--- config.mk ---
export PLATFORM = sky130hd
export DESIGN_NAME = control_bus_rtc
export DESIGN_NICKNAME = d
export VERILOG_FILES = /design/src/rtl/control_bus_rtc.sv
export SDC_FILE = /design/constraint.sdc
export NUM_CORES = 1
export LEC_CHECK = 0
export BUFFER_PORTS_ARGS = -buffer_cell sky130_fd_sc_hd__buf_2
export CORE_ASPECT_RATIO = 0.5
export CORE_MARGIN = 3
export CORE_UTILIZATION = 40
export CTS_CLUSTER_DIAMETER = 150
export DETAILED_ROUTE_END_ITERATION = 8
export HOLD_SLACK_MARGIN = 0.05
export MAX_ROUTING_LAYER = met4
export PLACE_DENSITY = 0.74
export RECOVER_POWER = 100
export SLEW_MARGIN = 20
export SYNTH_ARGS = -nofsm -noshare
export SYNTH_HDL_FRONTEND = slang
export SYNTH_SLANG_ARGS = --single-unit
--- constraint.sdc ---
create_clock -name clk -period 4 [get_ports clk]
set_input_delay 0.6 -clock clk [delete_from_list [all_inputs] [get_ports clk]]
set_output_delay 0.6 -clock clk [all_outputs]
set_load 0.02 [all_outputs]
--- src/rtl/control_bus_rtc.sv ---
// Sequencer for the 8-bit multiplexed address/data bus of the external RTC.
// Latency: a transaction spans 2*(T_PULSO+T_ESPERA)+1 cycles after inicio is sampled; listo pulses in the last one.
// Backpressure: inicio is accepted only in IDLE or FIN; requests while busy are dropped, not queued.
//
// Ports:
//   clk, reset          clock and asynchronous active-high reset
//   inicio, escritura   transaction request and direction (1 = write), captured together
//   direccion_in/dato_in  address and write data, captured with inicio
//   bus_in              read data from the bus pads
//   direccion/dato      captured address/data feeding the pad mux; seleccion picks dato when 1
//   bus_oe              pad drive enable
//   cs_n/ad_n/rd_n/wr_n active-low RTC strobes
//   dato_leido          last captured read data
//   ocupado/listo       busy flag and one-cycle completion pulse
module control_bus_rtc #(
  parameter int T_PULSO  = 4,
  parameter int T_ESPERA = 2
) (
  input  logic       clk,
  input  logic       reset,
  input  logic       inicio,
  input  logic       escritura,
  input  logic [7:0] direccion_in,
  input  logic [7:0] dato_in,
  input  logic [7:0] bus_in,
  output logic [7:0] direccion,
  output logic [7:0] dato,
  output logic       seleccion,
  output logic       bus_oe,
  output logic       cs_n,
  output logic       ad_n,
  output logic       rd_n,
  output logic       wr_n,
  output logic [7:0] dato_leido,
  output logic       ocupado,
  output logic       listo
);

  typedef enum logic [2:0] {
    IDLE,
    DIR_PULSO,
    DIR_ESPERA,
    DATO_PULSO,
    DATO_ESPERA,
    FIN
  } state_t;

  localparam logic [7:0] ULT_PULSO  = 8'(T_PULSO - 1);
  localparam logic [7:0] ULT_ESPERA = 8'(T_ESPERA - 1);

  state_t     state, state_d;
  logic [7:0] cnt, cnt_d;
  logic       esc_q, esc_d;
  logic       captura;
  logic       lectura;
  logic       cs_d, ad_d, rd_d, wr_d, oe_d, sel_d;

  // Next state, plus the output values that belong to that next state, so
  // every output can be registered and still line up with its state.
  always_comb begin
    state_d = state;
    cnt_d   = cnt + 8'd1;
    captura = 1'b0;
    lectura = 1'b0;
    case (state)
      IDLE: begin
        cnt_d = 8'd0;
        if (inicio) begin
          state_d = DIR_PULSO;
          captura = 1'b1;
        end
      end
      DIR_PULSO: begin
        if (cnt == ULT_PULSO) begin
          state_d = DIR_ESPERA;
          cnt_d   = 8'd0;
        end
      end
      DIR_ESPERA: begin
        if (cnt == ULT_ESPERA) begin
          state_d = DATO_PULSO;
          cnt_d   = 8'd0;
        end
      end
      DATO_PULSO: begin
        if (cnt == ULT_PULSO) begin
          state_d = DATO_ESPERA;
          cnt_d   = 8'd0;
          // Read data is sampled at the edge that ends the read strobe.
          lectura = ~esc_q;
        end
      end
      DATO_ESPERA: begin
        if (cnt == ULT_ESPERA) begin
          state_d = FIN;
          cnt_d   = 8'd0;
        end
      end
      FIN: begin
        cnt_d   = 8'd0;
        state_d = IDLE;
        // A held inicio chains straight into the next transaction.
        if (inicio) begin
          state_d = DIR_PULSO;
          captura = 1'b1;
        end
      end
      default: begin
        state_d = IDLE;
        cnt_d   = 8'd0;
      end
    endcase

    esc_d = captura ? escritura : esc_q;

    cs_d  = 1'b1;
    ad_d  = 1'b1;
    rd_d  = 1'b1;
    wr_d  = 1'b1;
    oe_d  = 1'b0;
    sel_d = 1'b0;
    case (state_d)
      DIR_PULSO: begin
        // Address latch uses the write strobe for reads and writes alike.
        cs_d = 1'b0;
        ad_d = 1'b0;
        wr_d = 1'b0;
        oe_d = 1'b1;
      end
      DIR_ESPERA: begin
        oe_d = 1'b1;
      end
      DATO_PULSO: begin
        cs_d = 1'b0;
        if (esc_d) begin
          wr_d  = 1'b0;
          oe_d  = 1'b1;
          sel_d = 1'b1;
        end else begin
          rd_d = 1'b0;
        end
      end
      DATO_ESPERA: begin
        oe_d  = esc_d;
        sel_d = esc_d;
      end
      default: begin
      end
    endcase
  end

  always_ff @(posedge clk or posedge reset) begin
    if (reset) begin
      state <= IDLE;
      cnt   <= 8'd0;
      esc_q <= 1'b0;
    end else begin
      state <= state_d;
      cnt   <= cnt_d;
      esc_q <= esc_d;
    end
  end

  always_ff @(posedge clk or posedge reset) begin
    if (reset) begin
      cs_n       <= 1'b1;
      ad_n       <= 1'b1;
      rd_n       <= 1'b1;
      wr_n       <= 1'b1;
      bus_oe     <= 1'b0;
      seleccion  <= 1'b0;
      ocupado    <= 1'b0;
      listo      <= 1'b0;
      direccion  <= 8'd0;
      dato       <= 8'd0;
      dato_leido <= 8'd0;
    end else begin
      cs_n      <= cs_d;
      ad_n      <= ad_d;
      rd_n      <= rd_d;
      wr_n      <= wr_d;
      bus_oe    <= oe_d;
      seleccion <= sel_d;
      ocupado   <= (state_d != IDLE);
      listo     <= (state_d == FIN);
      if (captura) begin
        direccion <= direccion_in;
        dato      <= dato_in;
      end
      if (lectura) begin
        dato_leido <= bus_in;
      end
    end
  end

endmodule

[Yosys cells after proc, flatten, opt, wreduce, memory -nomap -nowiden]
Index checks and enable logic that the tools add are counted.
Word-level totals
  flip-flop bits (word level): 44
  output and inout bits: 32
  logic and storage cells: 58
Cells by class
  $add $sub $neg: 1
  equality and inequality tests: 12
  mux-type cells: 23
  bitwise logic cells: 1
  reduce and logical (&&, ||, !) cells: 7
Operator list (number)
  $pmux 3 s6: 1
  $mux 8: 2
  $pmux 8 s2: 1
  $mux 3: 5
  $eq 3x2->1 const B: 4
  $eq 3x3->1 const B: 4
  $mux 1: 11
  $reduce_or 2->1: 5
  $add 8x1->8 const B: 1
  $eq 8x1->1 const B: 1
  $eq 8x2->1 const B: 1
  $eq 3x1->1 const B: 2
  $pmux 1 s2: 2
  $logic_not 3->1: 1
  $pmux 1 s3: 1
  $reduce_bool 3->1: 1
  $not 1->1: 1

[Longest topological paths before layout]
  word-level depth: 6
  depth in mapped cells: 7
  mapped depth without buffers: 6

[Worst setup path before layout]
OpenSTA, ideal clock, no wires.
  kind: flip-flop to flip-flop
  from: register state[0]
  to: register dato[1]
  arrival: 1.568 ns
  data required time: 3.875 ns
  path slack: 2.307 ns
  stages on the path, launching flop included: 7
  path buffers: 3
  period minus slack after synthesis: 1.693 ns
  path through: dfrtp_1 -> buf_4 -> xnor2_1 -> and3b_1 -> buf_2 -> buf_2 -> mux2_2
Between the ends
  cells in the longest elaborated chain, start to end: 3
Ends and longest elaborated chain
  start: declaration: line 51  | state_t state, state_d;
  start signal: assignment: line 158  | state <= state_d;
  $eq 3x3->1 or $logic_not 3->1 (tied branches): line 65  | case (state)
  $reduce_or 2->1 (no line) *
  $mux 1 *
  end signal: assignment: line 188  | dato <= dato_in;
  end: declaration: line 27  | output logic [7:0] dato,
Mark *: on every way between the ends. The rest lies on a longest branch, timed or not.
A chain may end at the register's enable or synchronous reset.

[Worst setup path after layout]
  from: register cnt[5]
  to: register dato_leido[1]
Between the ends
  cells in the longest elaborated chain, start to end: 3
Ends and longest elaborated chain
  start: declaration: line 52  | logic [7:0] cnt, cnt_d;
  start signal: assignment: line 159  | cnt <= cnt_d;
  $eq 8x2->1: line 86  | if (cnt == ULT_PULSO) begin
  $mux 1: line 86
  $mux 1: line 65
  end signal: assignment: line 191  | dato_leido <= bus_in;
  end: declaration: line 34  | output logic [7:0] dato_leido,
Every way passes these cells.

==> impl_metrics.tcl <==
set metrics [dict create \
    startpoint_type "flop" \
    yosys_warnings 0 \
    gp_congestion 0.851 \
    drive_gt1_share_pct 31.7 \
    min_period_ps 2470 \
    syn_nets 170 \
    synth.top_cell.area_share_pct 52.4 \
    grt_pass1_vias 1325 \
    power_leakage_nw 1.02 \
    hold_path_class "in2async" \
    fp.dieH_um 54.9 \
    yosys-top-cells-area "dfrtp_1 (52%), mux2_2 (13%), dfstp_2 (5.5%), xor2_1 (2.3%), nor2_1 (2.2%)" \
    via_per_inst 4.75 \
    dr.pass1.iters 4 \
    post-route-period-util_pct 61.7 \
    antenna_cells 0 \
    portBuffers 59 \
    synth.most_common_cell "dfrtp_1" \
    dp_cells 260 \
    clock_skew_ps 9.05 \
    instances_no_fill 268 \
    cts_setup_buffers 0 \
    syn-cell-area_um2 1910 \
    fillCellCount 409 \
    crit_type "reg2reg" \
    maxCapViolations 0 \
    drt-initial-drc-count 33 \
    arrival_ps 2650 \
    end_kind "flop" \
    synth_edf_count 0 \
    r2r_slack_ps 1530 \
    route.detailed.drc 0 \
    final_nets 231 \
    grt.total_usage_pct 14.1 \
    grt_max_degree 24 \
    timing.slew.headroom_pct 22.9 \
    cts_buffers 5 \
    dieArea_um2 5690 \
    htree_levels 2 \
    cts.repair.resized 0 \
    setup_violations 0 \
    syn2layout_area_growth_pct 20.4 \
    synth_common_cells "dfrtp_1 (40), mux2_2 (22), nor2_1 (11), nand3_1 (6)" \
    hold_viol 0 \
    vdd_drop_max_v 0.000264 \
    syn_avg_cell_area_um2 13.6 \
    ff2ff_path_depth 4 \
    rsz0062_at_grt "no" \
    path_max_fanout 8 \
    seq_area_frac_synth_pct 57.9 \
    synth.largest_area_cell "dfrtp_1" \
    overflow 0 \
    grt_pass1_wl_um 6030 \
    async_reset_ff_share_pct 100 \
    ios 60 \
    wirelength_um 3610 \
    rr_startpoint "cnt[5]" \
    clock_latency_ps 290 \
    slew_violations 0 \
    dp_hpwl_um 2760 \
    pre_cts_slack_ps 1700 \
    cts_max_path_buffers 2 \
    setup_tns_ps 0 \
    netlist-cell-type-count 38 \
    die_w_um 104 \
    ys_ff_latch 44 \
    clock-sinks 44 \
    power.total_w 0.00191 \
    row_count 17 \
    path_clk_slew_ps 80 \
    initial_core_util_pct 42.4 \
    coreArea_um2 4510 \
    r2r-end "dato_leido[1]" \
    ys.flop_type "dfrtp_1" \
    outcome "finished clean" \
    num_vias 1274 \
    synth_cells 140 \
    postRouteAntennaNets 0 \
    fin_ws_ps 1530 \
    cts_root_buf "clkbuf_8" \
    cts_tree "yes" \
    timing.fmax_mhz 405 \
    tightestPinTransition_ps 1160 \
    detail_route.wl_per_cell_um 13.5 \
    postCtsHoldBufs 0 \
    p_per_area_nw_per_um2 831 \
    cp.required_ps 4180 \
    antenna_found_initial 0 \
]
[worst max path at each step]
stage                   from  slack [ps]            end  cells past startpoint
floorplan           state[0]        2310        dato[1]                      6
global placement    state[0]        1790         bus_oe                      5
detailed placement  state[0]        1700         bus_oe                      5
CTS                 state[0]        1670         bus_oe                      5
global route          cnt[5]        1300  dato_leido[1]                      4
finish                cnt[5]        1530  dato_leido[1]                      4
[logic make-up after synthesis]
family	share of synthesized area, %
flops	57.9
simple gates	12.6
mux	15.5
compound gates	6.48
buf+inv	2.55
xor+xnor	3.67
fa+ha+maj	1.31
[through the flow]
stage | utilization (%) | hold WS [ps] | area, um^2
final | 51.0 | 454 | 2300
after global routing | 51.0 | 514 | 2300
after CTS | 52.9 | 489 | 2390
after detailed placement | 50.2 | 476 | 2270
after global placement | 50.2 | 471 | 2270
after floorplan | - | 493 | 1910
[where the power goes]
| group | leakage, nW | total, W | internal [W] | switching [W] |
|---|---|---|---|---|
| Sequential | 0.530 | 0.000771 | 0.000649 | 0.000122 |
| Clock | 0.0614 | 0.000351 | 0.000204 | 0.000147 |
| Combinational | 0.424 | 0.000788 | 0.000298 | 0.000490 |
| Total | 1.02 | 0.00191 | 0.00115 | 0.000759 |
[metal layers]
metal | share of wire [%] | GRT usage [%] | wire [um] | vias up
li1 | - | - | - | 607
met1 | 41 | 14.4 | 1460 | 625
met2 | 53 | 27.1 | 1910 | 35
met3 | 4.8 | 4.00 | 174 | 7
met4 | 1.6 | 5.52 | 59 | 0
met5 | 0 | - | 0 | -
[cell type report]
cell class | count | area (um^2) | area share, %
inverters | 5 | 18.8 | 0.816
multi-input cells | 85 | 712 | 31.0
clock inverters | 2 | 38.8 | 1.69
clock buffers | 6 | 82.6 | 3.59
repair buffers | 60 | 259 | 11.3
flip-flops and latches | 44 | 1110 | 48.1
well taps | 66 | 82.6 | 3.59
[registers in the layout (all words and copies together), names as in the netlist]
name / count
cnt: 8
ocupado: 1
esc_q: 1
state: 3
dato_leido: 8
seleccion: 1
ad_n: 1
rd_n: 1
direccion: 8
cs_n: 1
dato: 8
bus_oe: 1
wr_n: 1
listo: 1
[cells in the final DEF, fill, tap and decap left out, types with 2 or more instances in the layout]
master	instances
inv_1	5
ha_1	2
nand3b_1	3
mux2_1	4
dfstp_2	4
buf_2	27
o21ai_0	2
xnor2_1	3
clkbuf_1	33
nand2_1	3
nand3_1	6
o211ai_1	2
xor2_1	5
nor4_1	2
and3_1	4
mux2_2	21
dfrtp_1	40
nor2_1	11
clkbuf_8	6
nand4_1	2
[critical path: stages, from the launching register on]
cell and delay (ps):
dfrtp_1 420, nor4_1 690, and3_1 360, nand4b_1 430, mux2_1 470
Note: power is estimated with default switching activity, not from simulation.
